**src/rtl/rom_arbiter.sv**
```systemverilog
// Two-port arbiter sharing one synchronous single-port ROM; fully pipelined,
// port A preferred, port B guaranteed a grant after MAXWAIT refusals.

module rom_arbiter_ret (
    input  logic       clock,
    input  logic       reset,
    input  logic       cap,
    input  logic [7:0] q,
    output logic       vld,
    output logic [7:0] data
);
    // Per-port return register: data holds between captures.
    always_ff @(posedge clock or posedge reset) begin
        if (reset) begin
            vld  <= 1'b0;
            data <= 8'h00;
        end else begin
            vld <= cap;
            if (cap) data <= q;
        end
    end
endmodule

module rom_arbiter #(
    parameter int AW      = 14,
    parameter int MAXWAIT = 7
) (
    input  logic          clock,
    input  logic          reset,
    input  logic          a_req,
    input  logic [AW-1:0] a_addr,
    output logic          a_ack,
    output logic          a_valid,
    output logic [7:0]    a_data,
    input  logic          b_req,
    input  logic [AW-1:0] b_addr,
    output logic          b_ack,
    output logic          b_valid,
    output logic [7:0]    b_data,
    output logic [AW-1:0] rom_a,
    input  logic [7:0]    rom_q
);
    localparam int NUM_PORTS = 2;
    localparam int STAGES    = 1;
    localparam int WW        = $clog2(MAXWAIT + 1);
    localparam logic [WW-1:0] WMAX = WW'(MAXWAIT);

    logic [WW-1:0]                wcnt;
    logic                         grant_a, grant_b;
    logic [STAGES:0]              vld_pipe;
    logic [STAGES:0]              port_pipe;
    logic [NUM_PORTS-1:0]         rvld;
    logic [NUM_PORTS-1:0][7:0]    rdata;

    // B wins contention only once it has been refused MAXWAIT times.
    always_comb begin
        grant_a = a_req && !(b_req && wcnt == WMAX);
        grant_b = b_req && !grant_a;
    end

    always_ff @(posedge clock or posedge reset) begin
        if (reset) begin
            wcnt      <= '0;
            a_ack     <= 1'b0;
            b_ack     <= 1'b0;
            rom_a     <= '0;
            vld_pipe  <= '0;
            port_pipe <= '0;
        end else begin
            a_ack     <= grant_a;
            b_ack     <= grant_b;
            vld_pipe  <= {vld_pipe[STAGES-1:0], grant_a | grant_b};
            port_pipe <= {port_pipe[STAGES-1:0], grant_b};
            if (grant_a)      rom_a <= a_addr;
            else if (grant_b) rom_a <= b_addr;
            if (grant_b)
                wcnt <= '0;
            else if (b_req && grant_a && wcnt != WMAX)
                wcnt <= wcnt + 1'b1;
        end
    end

    // Stage index 0 is the port A return path, 1 is port B.
    for (genvar p = 0; p < NUM_PORTS; p++) begin : g_ret
        rom_arbiter_ret u_ret (
            .clock (clock),
            .reset (reset),
            .cap   (vld_pipe[STAGES] && (port_pipe[STAGES] == 1'(p))),
            .q     (rom_q),
            .vld   (rvld[p]),
            .data  (rdata[p])
        );
    end

    assign a_valid = rvld[0];
    assign a_data  = rdata[0];
    assign b_valid = rvld[1];
    assign b_data  = rdata[1];
endmodule

```
**config.mk**
```make
export PLATFORM = sky130hd
export DESIGN_NAME = rom_arbiter
export DESIGN_NICKNAME = d
export VERILOG_FILES = /design/src/rtl/rom_arbiter.sv
export SDC_FILE = /design/constraint.sdc
export NUM_CORES = 1
export LEC_CHECK = 0
export ABC_AREA = 1
export BUFFER_PORTS_ARGS = -buffer_cell sky130_fd_sc_hd__buf_4
export CORE_UTILIZATION = 40
export DETAILED_ROUTE_END_ITERATION = 10
export PLACE_DENSITY = 0.75
export SLEW_MARGIN = 20
export SYNTH_ARGS = -nofsm -noshare
export SYNTH_HDL_FRONTEND = slang
export SYNTH_SLANG_ARGS = --single-unit
```
**constraint.sdc**
```tcl
create_clock -name clock -period 2.15 [get_ports clock]
set_clock_uncertainty 0.2 [all_clocks]
set_input_delay 0.215 -clock clock [delete_from_list [all_inputs] [get_ports clock]]
set_output_delay 0.215 -clock clock [all_outputs]
set_load 0.02 [all_outputs]
```
[Word level (Yosys, flattened, before mapping)]
Index checks and enable logic that the tools add are counted.
Storage, ports and cells
  bits in registers: 41
  input bits: 40
  output and inout bits: 34
Operators by class
  $add $sub $neg: 1
  equality and inequality tests: 2
  multiplexer cells: 4
  bitwise operators: 2
  reductions and logical operators: 11
Operator list (count)
  two-way mux 14 bit: 2
  logical AND 1 bit: 7
  two-way mux 3 bit: 2
  nonzero test 2 bit: 2
  adder 3 x 1 -> 3 bit (second input constant): 1
  equality test 3 bit (second input constant): 1
  inequality test 3 bit (second input constant): 1
  logical NOT 1 bit: 2
  inverter 1 bit: 1
  OR 1 bit: 1

[Depth between registers and ports, before layout]
  depth in word-level cells: 8
  gate-level depth with buffers: 7
  mapped depth without buffers: 7

[By module]
A second synthesis with hierarchy kept.
Unflattened totals
  cells, all modules: 180
  area, all modules: 1705.4 µm²
By module, submodules not included
  rom_arbiter: instances 1, cells each 108, area an instance 1037.2 µm², sequential area each 550.5 µm²
  rom_arbiter_ret: instances 2, cells each 36, area an instance 334.1 µm², sequential area each 225.2 µm²

[Worst setup path before layout]
Ideal clock, no wire load.
  kind: flip-flop to flip-flop
  start point: register wcnt[0]
  end point: register rom_a[10]
  arrival: 1197 ps
  data required time: 1826 ps
  setup slack: 629 ps
  cell stages (with the launch flop): 8
  buffers on the path: 1
  period minus slack after synthesis: 1521 ps
  path through: dfrtp_1 > ha_1 > ha_1 > nand2_2 > nand2_2 > buf_6 > nand3_1 > nand3_1
Between the ends
  longest elaborated chain between the ends: 7
  elaborated cells on any way between the ends: 8
  those cells by class: eq/ne (1); mux (1); reduce/logical (6)
RTL lines
  start, declared: line 48  | logic [WW-1:0] wcnt;
  start signal, assigned: line 79  | wcnt <= wcnt + 1'b1;
  equality test 3 bit *: line 57  | grant_a = a_req && !(b_req && wcnt == WMAX);
  logical AND 1 bit *: line 57
  logical NOT 1 bit *: line 57
  logical AND 1 bit *: line 57
  logical NOT 1 bit: line 58  | grant_b = b_req && !grant_a;
  logical AND 1 bit: line 58
  nonzero test 2 bit (no source line)
  end signal, assigned: line 74  | if (grant_a) rom_a <= a_addr;
  end signal, assigned: line 75  | else if (grant_b) rom_a <= b_addr;
  end, declared: line 40  | output logic [AW-1:0] rom_a,
Mark *: on every way between the ends. The rest lies on a longest branch, timed or not.
A chain may end at the register's enable or synchronous reset.

[Worst setup path after layout]
  start point: register wcnt[0]
  end point: register rom_a[5]
Same word-level chain as after synthesis.

==> out/qor.log <==
INFO  run_status     result_of_the_run=finished clean
INFO  clocking       cts_tree=built
INFO  global_routing track_usage=21.56%
INFO  setup_path     critical_path_cell_sequence=ha_1 -> ha_2 -> nand2_4 -> nand2_8 -> nand3_1 -> nand3_1 -> dlygate4sd3_1
INFO  die            floorplan.io_pins=74
INFO  setup_path     criticalPathCategory=reg2reg
INFO  clocking       clock_tree.root_cell=clkbuf_8
INFO  die            die_w=66.62µm
INFO  setup_path     startpoint_types=flop
INFO  die            design.core.area=0.004000mm²
INFO  setup_path     cp_data_arrival_time=2030ps
INFO  setup_path     cp_data_required_time=2120ps
INFO  run            timing.max_cap.violations=0
INFO  pwr            vdd_drop_max=0.0003531V
INFO  timing         setup_viol=0
INFO  setup_path     critical-path-slowest-cell=dlygate4sd3_1
INFO  hold_path      min_path_cells=3
INFO  timing         worst_slew_pin_slew=683.5ps
INFO  cells_and_area finalInstanceArea=0.002736mm²
INFO  clocking       cts.clk_slew.worst_paths=80ps
INFO  cells_and_area nNetsFinal=323
INFO  drt            met3_length=307µm
INFO  logic_synthesis synth_cell_area=0.001670mm²
INFO  placed_design  postPlaceCellArea=0.002222mm²
INFO  timing         report.final.hold_viol_count=0
INFO  timing         grt_setup_unrepaired=no
INFO  timing         timing_max_transition_violations_final=0
INFO  logic_synthesis synth.avg_cell_area=9.768µm²
INFO  die            fp.dieH=66.62µm
INFO  timing         fin_crit_sh=96.12%
INFO  clocking       tritoncts_num_sinks=40
INFO  die            die_area=0.004438mm²
INFO  setup_path     slowest_cell_delay_on_critical_path=580ps
INFO  clocking       cts_made_buffers=5
INFO  global_routing grt_pass1_wl=7.072mm
INFO  cells_and_area areaGrowthSynthToFinish=63.82%
INFO  setup_path     cp_max_fo=15
INFO  drt            initialDrtViolationCount=79
INFO  timing         slew_headroom=54.43%
INFO  drt            routed-wl-met2=2.470mm
INFO  setup_path     path_common_cell=nand3_1
INFO  drt            top_signal_layer_used=met4
INFO  logic_synthesis synthesis.yosys.warnings=0
INFO  drt            detail_route.wirelength.met1=1.807mm
INFO  pwr            cell_pwr_density=682.0mW/mm²
INFO  placed_design  port-buffer-count=73
INFO  setup_path     rr_worst_depth=7
INFO  logic_synthesis synthDominantCellAreaShare=59.93%
INFO  logic_synthesis syn_nets=213
INFO  timing         period_minus_slack=2067ps
INFO  cells_and_area antenna_cells_inserted=0
INFO  pwr            power.leakage=1.408nW
INFO  timing         finalSetupTns=0ps
INFO  timing         achievable-frequency=483.9MHz
INFO  timing         timing.final.ws_setup=83.46ps
INFO  drt            route.antenna.remaining_nets=0
INFO  clocking       cts_htree_levels=2
INFO  clocking       cts_buffer_depth=2
INFO  drt            routedWlPerCell=14.07µm
INFO  die            initial_utilization=41.76%
INFO  global_routing largest_net_degree_at_the_start_of_global_routing=41
INFO  cells_and_area postLayoutCoreUtil=68.41%
INFO  placed_design  detailed_place_hpwl=2.622mm
INFO  placed_design  placed_cells_incl_taps=286
INFO  setup_path     endpoint_kind=flop
INFO  drt            first_pass_iters=4
INFO  logic_synthesis yosys.cell_types.count=16
INFO  setup_path     regToRegSetupSlack=80ps
INFO  clocking       worstSkewPairLatency=290ps
INFO  timing         hold-worst-slack=12.77ps
INFO  logic_synthesis synth_top_cells_by_area=dfrtp_1 60%, nand3_1 13%, nand2_1 7.9%
INFO  global_routing number_of_antenna_violations_at_the_first_check_in_global_routing=0
INFO  cells_and_area layout-drive-gt1-share=34.75%
INFO  logic_synthesis synth.largest_area_cell=dfrtp_1
INFO  drt            route.vias.total=1631
INFO  drt            vias_per_cell=4.913
INFO  drt            wirelength=4.671mm
INFO  logic_synthesis ys_seq_elements=40
INFO  global_routing global_route.overflow_total=0
INFO  pwr            total_power_draw=1.866mW
INFO  cells_and_area layout.cells.non_filler=332
INFO  hold_path      worst_hold_path_type=in2reg
INFO  logic_synthesis seq_total_area_yosys=59.93%
INFO  placed_design  place_congestion=0.6613
INFO  drt            detail_route.drc_violations=0
INFO  die            rows=23
INFO  logic_synthesis netlist_instances=171
INFO  global_routing via_count_of_the_first_global_routing_pass=1548
INFO  placed_design  dp_slack=551.6ps
## routing by layer
layer / global-route usage [%] / up-vias
met5: 0 / -
met2: 38.51 / 83
met3: 5.479 / 9
met1: 25.74 / 759
li1: - / 780
met4: 4.787 / 0
## final timing paths
| path | from | to |
|---|---|---|
| max | wcnt[0] | rom_a[5] |
| min | rom_q[1] | g_ret[1].u_ret.data[1] |
| max reg2reg | wcnt[0] | rom_a[5] |
| min reg2reg | vld_pipe[0] | vld_pipe[1] |
| max in group asynchronous | reset | g_ret[0].u_ret.data[0] |
| min in group asynchronous | reset | port_pipe[0] |
## synth_stat cells
cell type,n
buf_2,5
buf_4,2
buf_6,3
dfrtp_1,40
ha_1,2
inv_1,16
inv_2,1
nand2_1,35
nand2_2,2
nand3_1,44
nand4_1,1
nor2_1,1
nor2_4,1
o21ai_1,9
o21ai_2,8
or2_1,1
## power breakdown
| part | internal (mW) | switching (mW) |
|---|---|---|
| Clock | 0.256 | 0.257 |
| Combinational | 0.234 | 0.242 |
| Sequential | 0.831 | 0.0461 |
| Total | 1.32 | 0.545 |
## timing repair
action                                 CTS  global route
hold buffers                            36             0
buffers inserted                         0             1
gates resized for setup                  0             6
endpoints found under the hold margin   61             0
setup endpoints to repair                0             7
## flip-flops by register name, indices dropped and copies added, names as in the netlist
signal and flops:
vld_pipe 2, a_ack 1, g_ret.u_ret.vld 2, rom_a 14, g_ret.u_ret.data 16, wcnt 3
port_pipe 2
## cells by family after synthesis
kind of cell	synth area share, %
simple gates	23.45
compound gates	6.891
fa+ha+maj	1.498
flops	59.93
buf+inv	8.239
## layout make-up
| type | count | area [µm²] |
|---|---|---|
| clock buffer | 6 | 82.58 |
| inverter | 17 | 63.81 |
| multi-input combinational | 104 | 553.0 |
| tap | 50 | 62.56 |
| timing repair buffer | 113 | 963.4 |
| clock inverter | 2 | 10.01 |
| fill | 323 | 1264 |
| sequential | 40 | 1001 |
## layout by cell type, fill, tap and decap left out
cell	n
buf_4	75
nand3_1	44
dfrtp_1	40
dlygate4sd3_1	36
nand2_1	35
inv_1	16
o21ai_1	9
o21ai_2	8
clkbuf_8	6
clkinv_2	2
nor2_4	1
nand2_4	1
nand2_8	1
inv_2	1
nor2_1	1
or2_1	1
nand4_1	1
ha_1	1
ha_2	1
clkbuf_16	1
buf_8	1
## critical path, delay by kind of cell, from the launching register on
family                     cells  cell delay (ps)
buffers and inverters          1              580
DFF                            1              390
adders and majority gates      2              390
and+or+nand+nor                4              380
Note: power is estimated with default switching activity, not from simulation.
